===== src/rtl/lifo_stack_param.sv =====
// Parametrised synchronous LIFO stack with a 3-bit command set
// (push/pop/replace/dup/clear), fill-level flags and a sticky fault code.
module lifo_stack_param #(
    parameter int WIDTH     = 8,
    parameter int DEPTH     = 8,
    parameter int AFULL_LVL = DEPTH - 1
) (
    input  logic                       clk,
    input  logic                       rst_n,
    input  logic [2:0]                 cmd,
    input  logic [WIDTH-1:0]           data_in,
    output logic [WIDTH-1:0]           data_out,
    output logic [WIDTH-1:0]           top,
    output logic [$clog2(DEPTH+1)-1:0] count,
    output logic                       full,
    output logic                       empty,
    output logic                       almost_full,
    output logic                       error,
    output logic [1:0]                 err_code
);

    localparam int CW = $clog2(DEPTH + 1);
    localparam int AW = $clog2(DEPTH);

    localparam logic [CW-1:0] FULL_CNT  = CW'(DEPTH);
    localparam logic [CW-1:0] AFULL_CNT = CW'(AFULL_LVL);
    localparam logic [CW-1:0] CNT_ONE   = CW'(1);

    typedef enum logic [2:0] {
        CMD_NOOP    = 3'b000,
        CMD_CLEAR   = 3'b001,
        CMD_PUSH    = 3'b010,
        CMD_POP     = 3'b011,
        CMD_REPLACE = 3'b100,
        CMD_DUP     = 3'b101
    } cmd_e;

    typedef enum logic [1:0] {
        ERR_NONE      = 2'b00,
        ERR_OVERFLOW  = 2'b01,
        ERR_UNDERFLOW = 2'b10,
        ERR_ILLEGAL   = 2'b11
    } err_e;

    logic [WIDTH-1:0] mem [DEPTH];
    logic [AW-1:0]    wr_idx;
    logic [AW-1:0]    top_idx;

    logic push_ok;
    logic pop_ok;
    logic replace_ok;
    logic dup_ok;
    logic clear_req;
    logic fault;
    err_e fault_code;

    // The slot above the top is only addressed while not full, so the
    // truncated count is always a legal index there.
    assign wr_idx  = count[AW-1:0];
    assign top_idx = count[AW-1:0] - AW'(1);

    assign full        = (count == FULL_CNT);
    assign empty       = (count == '0);
    assign almost_full = (count >= AFULL_CNT);
    assign top         = empty ? '0 : mem[top_idx];

    // Rejection is decided here before any count arithmetic, so a faulting
    // command never touches the array, count or data_out.
    always_comb begin
        push_ok    = 1'b0;
        pop_ok     = 1'b0;
        replace_ok = 1'b0;
        dup_ok     = 1'b0;
        clear_req  = 1'b0;
        fault      = 1'b0;
        fault_code = ERR_NONE;
        case (cmd)
            CMD_NOOP: ;
            CMD_CLEAR: clear_req = 1'b1;
            CMD_PUSH: begin
                if (full) begin
                    fault      = 1'b1;
                    fault_code = ERR_OVERFLOW;
                end else begin
                    push_ok = 1'b1;
                end
            end
            CMD_POP: begin
                if (empty) begin
                    fault      = 1'b1;
                    fault_code = ERR_UNDERFLOW;
                end else begin
                    pop_ok = 1'b1;
                end
            end
            CMD_REPLACE: begin
                if (empty) begin
                    fault      = 1'b1;
                    fault_code = ERR_UNDERFLOW;
                end else begin
                    replace_ok = 1'b1;
                end
            end
            CMD_DUP: begin
                if (empty) begin
                    fault      = 1'b1;
                    fault_code = ERR_UNDERFLOW;
                end else if (full) begin
                    fault      = 1'b1;
                    fault_code = ERR_OVERFLOW;
                end else begin
                    dup_ok = 1'b1;
                end
            end
            default: begin
                fault      = 1'b1;
                fault_code = ERR_ILLEGAL;
            end
        endcase
    end

    // Array has no reset; entries are discarded by zeroing count instead.
    always_ff @(posedge clk) begin
        if (rst_n) begin
            if (push_ok) begin
                mem[wr_idx] <= data_in;
            end else if (dup_ok) begin
                mem[wr_idx] <= mem[top_idx];
            end else if (replace_ok) begin
                mem[top_idx] <= data_in;
            end
        end
    end

    always_ff @(posedge clk) begin
        if (!rst_n) begin
            count    <= '0;
            data_out <= '0;
            error    <= 1'b0;
            err_code <= ERR_NONE;
        end else begin
            error <= fault;
            if (fault) begin
                err_code <= fault_code;
            end
            if (clear_req) begin
                count    <= '0;
                data_out <= '0;
                err_code <= ERR_NONE;
            end else if (push_ok || dup_ok) begin
                count <= count + CNT_ONE;
            end else if (pop_ok) begin
                count    <= count - CNT_ONE;
                data_out <= mem[top_idx];
            end
        end
    end

endmodule


===== config.mk =====
export PLATFORM = sky130hd
export DESIGN_NAME = lifo_stack_param
export DESIGN_NICKNAME = d
export VERILOG_FILES = /design/src/rtl/lifo_stack_param.sv
export SDC_FILE = /design/constraint.sdc
export NUM_CORES = 1
export LEC_CHECK = 0
export CAP_MARGIN = 20
export CORE_MARGIN = 4
export CORE_UTILIZATION = 31
export DETAILED_ROUTE_END_ITERATION = 8
export GPL_ROUTABILITY_DRIVEN = 0
export SYNTH_ARGS = -nofsm -noshare
export SYNTH_HDL_FRONTEND = slang
export SYNTH_SLANG_ARGS = --single-unit
export TNS_END_PERCENT = 30

===== constraint.sdc =====
create_clock -name clk -period 3.8 [get_ports clk]
set_input_delay 0.76 -clock clk [delete_from_list [all_inputs] [get_ports clk]]
set_output_delay 0.76 -clock clk [all_outputs]
set_load 0.01 [all_outputs]

==> key figures <==
Route
  • TritonRoute pass-1 iters: 4
  • DRC violation count after routing: 0
  • Vias post-DR: 2246
  • Met2 wire length: about 3400 um
  • Vias per cell: 5.09
  • Met3 WL: approximately 460 um
  • Routed Antenna Nets: 0
  • Final wirelength: 7510 um
  • WL/cell: 17.0 um
  • Initial DRC Count: 178
  • M1 WL: between 3000 and 4000 um
  • Highest layer used for signal routing: met4

Critical path
  • CP Class: flip-flop to primary output
  • Crit path from: count[0]
  • CP required: roughly 3000 ps
  • CP Capture Type: primary output
  • Critical path fanouts, max: 8
  • FF-to-FF Start: count[0]
  • Reg2Reg Depth: 7
  • FF-to-FF setup slack: just under 900 ps
  • Critical Path AT: 2730 ps
  • Crit path launch type: flip-flop
  • Worst flop-to-flop path endpoint: mem[1][5]
  • Worst Setup EP: top[0]

Logic synthesis
  • Ys flop type: edfxtp_1
  • Seq/Total Area, Yosys: between 60% and 70%
  • Yosys cell types: 46
  • Syn_area_per_cell: 14.2 sq um
  • Synth Area in Simple Gates: 10.2%
  • Syn Nets: between 200 and 300
  • Mux share of post-synthesis cell area: 12.4%
  • Seq cells post-synth: 79
  • Post-synthesis xor/xnor area fraction: 1.20%
  • Mapped Cells: 250
  • Netlist Area Pre-Place: 0.00356 sq mm
  • Synth async-reset ratio: 0%
  • Post-Synth Adder-Cell Area: 1.05%
  • Complex-gate fraction of the synthesized area: 10.1%
  • Largest family of logic cells by synthesized area: multiplexers
  • Ys Warns: 0
  • EDFF count, synth: 64

Clock network
  • Post-CTS Resized: 0
  • Num Clock Sinks: 79
  • Post-cts hold buffer count: 0
  • Clk_lat worst skew: 340 ps
  • H-tree depth: 3
  • Clock transition at the registers of the reported paths: 60 ps
  • Postcts setup bufs: 0
  • Clk buf depth: 2
  • CTS tree: done
  • CTS root buf: clkbuf_16
  • TritonCTS buffer count: 9

Global route
  • Vias in the first global route: 2140
  • Initial antenna violation count: 0
  • All-Layer GR Usage: ~12%
  • Global route overflow: 0
  • First-pass GRT wire length: 12100 um
  • Largest net degree at the start of global routing: 24

Pwr
  • Power density over the cells: 531 mW/mm^2
  • Worst vdd ir: between 0.0002 and 0.00025 V
  • Leakage: 1.47 nW
  • Net Sw Frac: a little over a quarter
  • Comb pwr share: ~22%
  • Sequential power share: 41.4%
  • P_int: 1.72 mW
  • Clock share of power: 36.8%
  • Sw Pwr: 0.638 mW

Cells and area
  • Area occupied by multi-input gates: 0.00124 sq mm
  • Commonest non-fill, non-tap cell in the layout: edfxtp_1
  • Fin nets: 312
  • Fin util: 40.3%
  • Fillers: 1022
  • Layout area overhead: 24.8%
  • Antenna Cells: 0
  • Layout cells sized above 1: 18.6%
  • Storage element area: 0.00222 sq mm
  • Most frequent cells in the layout: 64 x edfxtp_1, 38 x clkdlybuf4s50_1, 25 x nor2_1
  • Final instance area: 0.00444 sq mm

Hold path
  • HP Class: flip-flop to flip-flop

STA
  • Skew final: 7.78 ps
  • Worst-Margin Slew: 920 ps
  • Min Hold Slack: 501 ps
  • Fin Setup TNS: 0 ps
  • Max Freq: 287 MHz
  • Final period utilization: 91.8%
  • Slew Viols, Final: 0
  • Final setup margin: 311 ps
  • Final Hold Fails: 0
  • Unrepaired setup endpoints after global routing: false
  • Max-Slew Margin vs Limit: a little under two fifths
  • Shortest period the worst path allows: 3490 ps
  • Final Setup Violations: 0

Placement
  • Detailed placement HPWL: around 5300 um
  • Setup WS pre-CTS: 163 ps
  • I/O Buffers: 38
  • Post-DP Area: 0.00414 sq mm

Floorplan
  • Die Width: 115 um
  • Core ar.: 0.0110 sq mm
  • Std-Cell Rows: 38
  • Ports: 39
  • Initial Util: 32.3%
  • Die area: 0.0133 sq mm
  • Die Ht: 115 um

Job
  • MaxCap Viol Count: 0

Status
  • Outcome: complete, no violations
-- critical path, stage by stage, from the launching register on --
cell	delay, ps
dfxtp_1	300
inv_1	140
ha_1	380
xor2_2	580
mux2i_1	440
nor2_1	70
clkdlybuf4s50_1	480
-- cells in the mapped netlist, types with 2 or more instances --
library cell / number / area (sq um)
and2_1: 2 / 12.5
a21oi_1: 7 / 35.0
mux2i_1: 8 / 80.1
xnor2_1: 3 / 26.3
o22ai_1: 2 / 12.5
a31oi_1: 2 / 12.5
nand3b_1: 2 / 15.0
o21ai_0: 15 / 75.1
buf_2: 7 / 35.0
nor2b_1: 6 / 37.5
buf_4: 3 / 22.5
edfxtp_1: 64 / 1920
dfxtp_1: 15 / 300
a211oi_1: 10 / 75.1
and3_1: 2 / 12.5
inv_1: 3 / 11.3
o2111ai_1: 2 / 17.5
ha_1: 3 / 37.5
nor3_2: 2 / 20.0
clkbuf_1: 7 / 26.3
nand2_1: 16 / 60.1
nor3_1: 4 / 20.0
nor2_1: 25 / 93.8
mux4_2: 16 / 360
nand2b_1: 3 / 18.8
-- through the flow --
step / power (mW) / std cells
2_1_floorplan: 1.31 / 250
3_3_place_gp: 1.51 / 425
3_5_place_dp: 1.51 / 425
4_1_cts: 2.39 / 441
5_1_grt: 2.47 / 441
6_report: 2.36 / 441
-- sequential cells by signal (all words and copies together), names as in the netlist --
signal and count:
count 4, data_out 8, err_code 2, error 1
mem 64
-- area by class of cell --
| type | count | share of cell area [%] |
|---|---|---|
| flip-flops and latches | 79 | 50.0 |
| clock buffers | 9 | 5.07 |
| multi-input cells | 151 | 28.0 |
| well taps | 140 | 3.94 |
| clock inverters | 7 | 1.80 |
| repair buffers | 52 | 10.9 |
| inverters | 3 | 0.254 |
-- routing by layer --
| metal | vias to the layer above | track usage (%) |
|---|---|---|
| met3 | 10 | 2.53 |
| met1 | 1098 | 17.7 |
| met2 | 77 | 17.4 |
| met4 | 0 | 5.40 |
| met5 | - | 0 |
| li1 | 1061 | - |
-- logic make-up after synthesis --
kind of cell	count (synthesis)
AO/OA/AOI/OAI	50
flip-flops	79
adder cells (fa/ha/maj)	3
XOR/XNOR	4
multiplexers	24
AND/OR/NAND/NOR	70
buffers and inverters	20
-- power by group through the flow --
| stage | combinational, mW | sequential, mW | clock (mW) |
|---|---|---|---|
| floorplan | 0.314 | 0.998 | 0 |
| global placement | 0.517 | 0.993 | 0 |
| detailed placement | 0.518 | 0.994 | 0 |
| CTS | 0.520 | 0.976 | 0.893 |
| global route | 0.563 | 0.978 | 0.930 |
| finish | 0.514 | 0.975 | 0.867 |
-- how the worst min path moves through the flow --
| stage | start | to | depth (start not counted) |
|---|---|---|---|
| 6_report | data_out[6] | data_out[6] | 2 |
| 5_1_grt | data_out[3] | data_out[3] | 2 |
| 4_1_cts | data_out[6] | data_out[6] | 2 |
| 3_5_place_dp | data_out[6] | data_out[6] | 2 |
| 3_3_place_gp | data_out[7] | data_out[7] | 2 |
| 2_1_floorplan | data_out[0] | data_out[0] | 2 |
(Power assumes the default switching activity.)
